===== src/rtl/wish_unpack_core.sv =====
// wish_unpack_core: unpacks one NUM_PACK*DATA_WIDTH word into NUM_PACK DATA_WIDTH beats
//   clk_i, rst_i (sync, active-low)
//   s_stb_i/s_cyc_i/s_dat_i/s_tgc_i in, s_ack_o/s_stall_o out : wide source port
//   d_stb_o/d_cyc_o/d_dat_o/d_tgc_o out, d_ack_i in           : narrow sink port
module wish_unpack_core #(
   parameter int DATA_WIDTH    = 8,
   parameter int NUM_PACK      = 4,
   parameter int TGC_WIDTH     = 2,
   parameter int LITTLE_ENDIAN = 1
) (
   input  logic                           clk_i,
   input  logic                           rst_i,
   input  logic                           s_stb_i,
   input  logic                           s_cyc_i,
   output logic                           s_ack_o,
   output logic                           s_stall_o,
   input  logic [DATA_WIDTH*NUM_PACK-1:0] s_dat_i,
   input  logic [TGC_WIDTH-1:0]           s_tgc_i,
   output logic                           d_stb_o,
   output logic                           d_cyc_o,
   input  logic                           d_ack_i,
   output logic [DATA_WIDTH-1:0]          d_dat_o,
   output logic [TGC_WIDTH-1:0]           d_tgc_o
);
   localparam int IW = $clog2(NUM_PACK);
   logic                           valid;
   logic [IW-1:0]                  idx;
   logic [DATA_WIDTH*NUM_PACK-1:0] word;
   logic [TGC_WIDTH-1:0]           tag;
   logic [DATA_WIDTH-1:0]          dat;
   logic                           take, last;
   function automatic logic [DATA_WIDTH-1:0] beat(input logic [DATA_WIDTH*NUM_PACK-1:0] w, input int i);
      return (LITTLE_ENDIAN != 0) ? w[i*DATA_WIDTH +: DATA_WIDTH] : w[(NUM_PACK-1-i)*DATA_WIDTH +: DATA_WIDTH];
   endfunction
   always_comb begin
      take      = valid & d_ack_i;
      last      = take & (idx == IW'(NUM_PACK-1));
      s_stall_o = !rst_i | (valid & !last);
      s_ack_o   = s_stb_i & s_cyc_i & !s_stall_o & rst_i;
      d_stb_o   = valid;
      d_cyc_o   = valid;
      d_dat_o   = dat;
      d_tgc_o   = tag;
   end
   // The beat is registered so d_dat_o has no path from d_ack_i and keeps the
   // last beat visible while the buffer is empty.
   always_ff @(posedge clk_i) begin
      if (!rst_i) begin
         valid <= 1'b0;
         idx   <= '0;
         word  <= '0;
         tag   <= '0;
         dat   <= '0;
      end else if (s_ack_o) begin
         valid <= 1'b1;
         idx   <= '0;
         word  <= s_dat_i;
         tag   <= s_tgc_i;
         dat   <= beat(s_dat_i, 0);
      end else if (last) begin
         valid <= 1'b0;
         idx   <= '0;
      end else if (take) begin
         idx   <= idx + IW'(1);
         dat   <= beat(word, int'(idx) + 1);
      end
   end
endmodule


===== config.mk =====
export PLATFORM = sky130hd
export DESIGN_NAME = wish_unpack_core
export DESIGN_NICKNAME = d
export VERILOG_FILES = /design/src/rtl/wish_unpack_core.sv
export SDC_FILE = /design/constraint.sdc
export NUM_CORES = 1
export LEC_CHECK = 0
export ABC_AREA = 1
export CAP_MARGIN = 30
export CORE_AREA = 2 2 73 75
export CTS_CLUSTER_DIAMETER = 150
export CTS_CLUSTER_SIZE = 14
export DETAILED_ROUTE_END_ITERATION = 7
export DIE_AREA = 0 0 75 77
export GPL_TIMING_DRIVEN = 0
export PLACE_DENSITY = 0.63
export REMOVE_ABC_BUFFERS = 1
export SYNTH_ARGS = -nofsm -noshare
export SYNTH_HDL_FRONTEND = slang
export SYNTH_SLANG_ARGS = --single-unit

===== constraint.sdc =====
create_clock -name clk_i -period 2.15 [get_ports clk_i]
set_clock_uncertainty 0.1 [all_clocks]
set_input_delay 0.43 -clock clk_i [delete_from_list [all_inputs] [get_ports clk_i]]
set_output_delay 0.43 -clock clk_i [all_outputs]
set_load 0.03 [all_outputs]

# Yosys cells after proc, flatten, opt, wreduce, memory -nomap -nowiden
# Cells that the tools add are included.
[classes] n_addsub=2 n_eq_ne=2 shifts=1 mux=5 n_bitwise=8 n_reduce_logical=7
[ops] operator="32-bit by 7-bit variable part select with 8-bit output" n=1
[ops] operator="8-bit 2-to-1 mux" n=3
[ops] operator="1-bit bitwise AND" n=6
[ops] operator="2-bit nonzero test" n=2
[ops] operator="2-bit by 1-bit adder with 3-bit output, second input constant" n=1
[ops] operator="1-bit logical NOT" n=3
[ops] operator="3-bit OR reduction" n=1
[ops] operator="2-bit by 1-bit adder with 2-bit output, second input constant" n=1
[ops] operator="2-bit equality test, second input constant" n=1
[ops] operator="1-bit 2-to-1 mux" n=2
[ops] operator="2-bit != test, second input constant" n=1
[ops] operator="2-bit AND reduction" n=1
[ops] operator="1-bit inverter" n=1
[ops] operator="1-bit OR" n=1
[word_totals] register_bits=45 in_bits=39 output_inout_bits=14 elab_cells=30

# Logic depth before layout (Yosys ltp)
[depth] depth_word=10 depth_mapped=10 mapped_depth_nobuf=9

# Least setup slack after synthesis
# OpenSTA, ideal clock, no wires.
[synth_path] kind="reg2out" from="register valid, in the netlist d_cyc_o" to="output s_ack_o" t_arrival_ps=1202 required_ps=1620 setup_slack_ps=418 stages_incl_launch_ff=6 cell_sequence="dfxtp_1 > nand3_2 > nand2_1 > nand3_4 > inv_2 > buf_6"
[synth_between] elab_chain_cells=8
[synth_rtl] item="from (decl)" line_no="26" rtl="logic valid;"
[synth_rtl] item="from (signal assigned)" line_no="49" rtl="valid <= 1'b0;"
[synth_rtl] item="from (signal assigned)" line_no="55" rtl="valid <= 1'b1;"
[synth_rtl] item="from (signal assigned)" line_no="61" rtl="valid <= 1'b0;"
[synth_rtl] item="1-bit bitwise AND" line_no="36" rtl="take = valid & d_ack_i;"
[synth_rtl] item="1-bit bitwise AND" line_no="37" rtl="last = take & (idx == IW'(NUM_PACK-1));"
[synth_rtl] item="1-bit logical NOT" line_no="38" rtl="s_stall_o = !rst_i | (valid & !last);"
[synth_rtl] item="1-bit bitwise AND *" line_no="38"
[synth_rtl] item="1-bit OR *" line_no="38"
[synth_rtl] item="1-bit logical NOT *" line_no="39" rtl="s_ack_o = s_stb_i & s_cyc_i & !s_stall_o & rst_i;"
[synth_rtl] item="1-bit bitwise AND * (2 in series)" line_no="39"
[synth_rtl] item="to (decl)" line_no="15" rtl="output logic s_ack_o,"
# Mark *: on every way between the ends. The rest lies on a longest branch, timed or not.

# Final worst setup path
[layout_path] from="input d_ack_i" to="output s_ack_o"
[layout_between] elab_chain_cells=8
[layout_rtl] item="from (decl)" line_no="21" rtl="input logic d_ack_i,"
[layout_rtl] item="1-bit bitwise AND" line_no="36"
[layout_rtl] item="1-bit bitwise AND" line_no="37"
[layout_rtl] item="1-bit logical NOT" line_no="38"
[layout_rtl] item="1-bit bitwise AND" line_no="38"
[layout_rtl] item="1-bit OR" line_no="38"
[layout_rtl] item="1-bit logical NOT" line_no="39"
[layout_rtl] item="1-bit bitwise AND (2 in series)" line_no="39"
# No other way between the ends.

==> metrics.md <==
| Metric | Value |
|---|---|
| Status | `completed` |
| Routed WL | `4.11 mm` |
| Flops & latches, synth | `37` |
| Vias per cell | `4.49` |
| Setup violations, final | `0` |
| First-pass GRT wire length | `6.86 mm` |
| Worst Tran Pin Value | `0.464 ns` |
| Effective utilization at floorplan | `33.7%` |
| Post-Syn Area | `0.00168 mm2` |
| Nets | `335` |
| Synth Instances | `241` |
| Fin. max-slew vios | `0` |
| Placed cells | `352` |
| Antenna violations before repair | `0` |
| PwrDens | `644 mW/mm2` |
| Post-synth top area cell | `dfxtp_1` |
| Vias in the first global route | `1586` |
| Unique cell type count in the Yosys netlist | `23` |
| Max Cap Viol | `0` |
| Layout cell share with drive strength beyond 1 | `8.84%` |
| Chip width | `75 um` |
| Startpoint Class | `primary input` |
| Final Hold Slack | `0.345 ns` |
| H-tree lvl count | `2` |
| Fillers | `536` |
| CP Data Required Time | `1.62 ns` |
| Worst Path Class, Setup | `primary input to output port` |
| Syn Area/Cell | `6.96 um2` |
| Synth cell count leaders | `nand2_1 (95), dfxtp_1 (37), nor2_1 (25)` |
| Ys async rst share | `0%` |
| Ys Warns | `0` |
| # diodes | `0` |
| Worst Slack Setup Final | `0.0830 ns` |
| Worst-path fanout max | `3` |
| Clk sinks | `37` |
| Initial DRC Count | `87` |
| Gpl congestion | `0.721` |
| Max_slew headroom | `69.1%` |
| I/O pin count | `53` |
| Fin cells | `364` |
| Largest net degree at the start of global routing | `20` |
| Unrepaired setup endpoints after global routing | `no` |
| Leak | `0.00104 uW` |
| Clock Path Buffers | `2` |
| Clock transition at path regs | `0.06 ns` |
| CTS Buf Count | `5` |
| Final hold viol count | `0` |
| Hold Crit Class | `register to register` |
| DRC viols | `0` |
| Crit path DAT | `1.54 ns` |
| Clk_lat worst skew | `0.29 ns` |
| Crit-path max cell delay | `0.51 ns` |
| Detail Route Antenna Nets | `0` |
| Die height | `77 um` |
| Hold Startpoint | `d_tgc_o[1]` |
| Crit. End Element | `output port` |
| Wire length per cell | `11.3 um` |
| Sequential fraction of the synthesis area | `44.1%` |
| Vias | `1635` |
| Worst path slowest cell | `clkdlybuf4s50_1` |
| Root buffer cell | `clkbuf_8` |
| Cts hold-fix bufs | `0` |
| Total track usage | `15.4%` |
| Layout overhead on the synthesized area | `39.7%` |
| Worst-path cell chain | `clkdlybuf4s50_1 > nand3_2 > nand2_4 > nand3_4 > clkinv_8 > buf_4` |
| Worst Setup SP | `d_ack_i` |
| Max Freq | `0.484 GHz` |
| Ranking of synthesized cells by area | `dfxtp_1 (44%), nand2_1 (21%), o21ai_0 (6.0%), nor2_1 (5.6%), inv_1 (4.7%)` |
| Core area | `0.00498 mm2` |
| Pwr Total | `1510 uW` |
| Most common flop cell mapped by yosys | `dfxtp_1` |
| Area after DPL | `0.00220 mm2` |
| Tmin final | `2.07 ns` |
| Dpl ws | `-1.30 ns` |
| Most common cell in the netlist | `nand2_1` |
| Die area | `0.00578 mm2` |
| CTS tree | `done` |
| Number of flops mapped to enable cells by yosys | `0` |
| Design Area, Final | `0.00234 mm2` |
| Port bufs | `52` |
| HPWL Detailed | `2.77 mm` |
| FF-to-FF Start | `idx[0]` |
| Share of the synthesized area in the top cell type | `44.1%` |
| Gr ovfl total | `0` |
| Peak supply drop | `0.309 mV` |
| Final period util | `96.1%` |
| DRT Pass-1 Iters | `4` |
| Core Rows | `26` |
[metal layers]
layer / GRT usage, % / wire length [um] / vias up / part of all wire [%]
met5: 0 / 0 / - / 0
met4: 4.29 / 48 / 0 / 1.2
met3: 5.78 / 236 / 7 / 5.7
met1: 19.5 / 1940 / 732 / 47
li1: - / - / 857 / -
met2: 24.3 / 1890 / 39 / 46
[state kept, by name, summed over array words and instances, names as in the netlist]
name / count
d_cyc_o: 1
d_dat_o: 8
d_tgc_o: 2
idx: 2
word: 24
[cell families after synthesis]
family | share of synthesized area [%]
AO/OA/AOI/OAI | 10.1
adder cells (fa/ha/maj) | 0.746
AND/OR/NAND/NOR | 34.5
flip-flops | 44.1
buffers and inverters | 10.5
[path summary, 6_finish.rpt]
path | depth (start not counted) | slack [ns] | to
max | 6 | 0.08 | s_ack_o
max reg2reg | 9 | 0.23 | word[30]
min reg2reg | 2 | 0.34 | d_tgc_o[1]
min | 2 | 0.34 | d_tgc_o[1]
[stage by stage]
step / setup TNS (ns) / util (%)
4_1_cts: 0 / 46.5
3_5_place_dp: -13.99 / 44.2
3_3_place_gp: -13.12 / 44.2
2_1_floorplan: -0.132 / -
6_report: 0 / 47.1
5_1_grt: 0 / 47.1
[cell usage in the layout, fill, tap and decap left out, drive strengths merged]
cell	count
dfxtp	37
buf	5
clkinvlp	2
nand3b	1
ha	1
clkinv	2
nor2	26
o21ai	22
a211oi	1
nand3	3
clkbuf	7
clkdlybuf4s50	49
nand2	97
inv	23
nand4	8
o211ai	1
a21oi	9
[power breakdown]
| group | switching [uW] | internal [uW] | total (uW) |
|---|---|---|---|
| logic | 170 | 143 | 312 |
| clock network | 238 | 213 | 451 |
| registers | 20.6 | 726 | 747 |
[what timing repair did]
action,CTS,global route
setup endpoints to repair,28,13
cloned,1,1
buffers inserted,2,2
resized for setup,16,7
pin swaps,2,0
[critical path, delay by kind of cell]
family	cells	cell delay [ns]
simple gates	3	0.37
buf+inv	3	0.74
[cell type report]
class,instances,area [um2],area share (%)
Clock buffer,5,68.8,2.94
Tap cell,70,87.6,3.74
Clock inverter,1,5.00,0.214
Timing Repair Buffer,56,538,23.0
Timing Repair inverter,2,13.8,0.587
Multi-Input combinational cell,169,777,33.2
Sequential cell,37,744,31.8
Inverter,24,109,4.64
(Power assumes the default switching activity.)
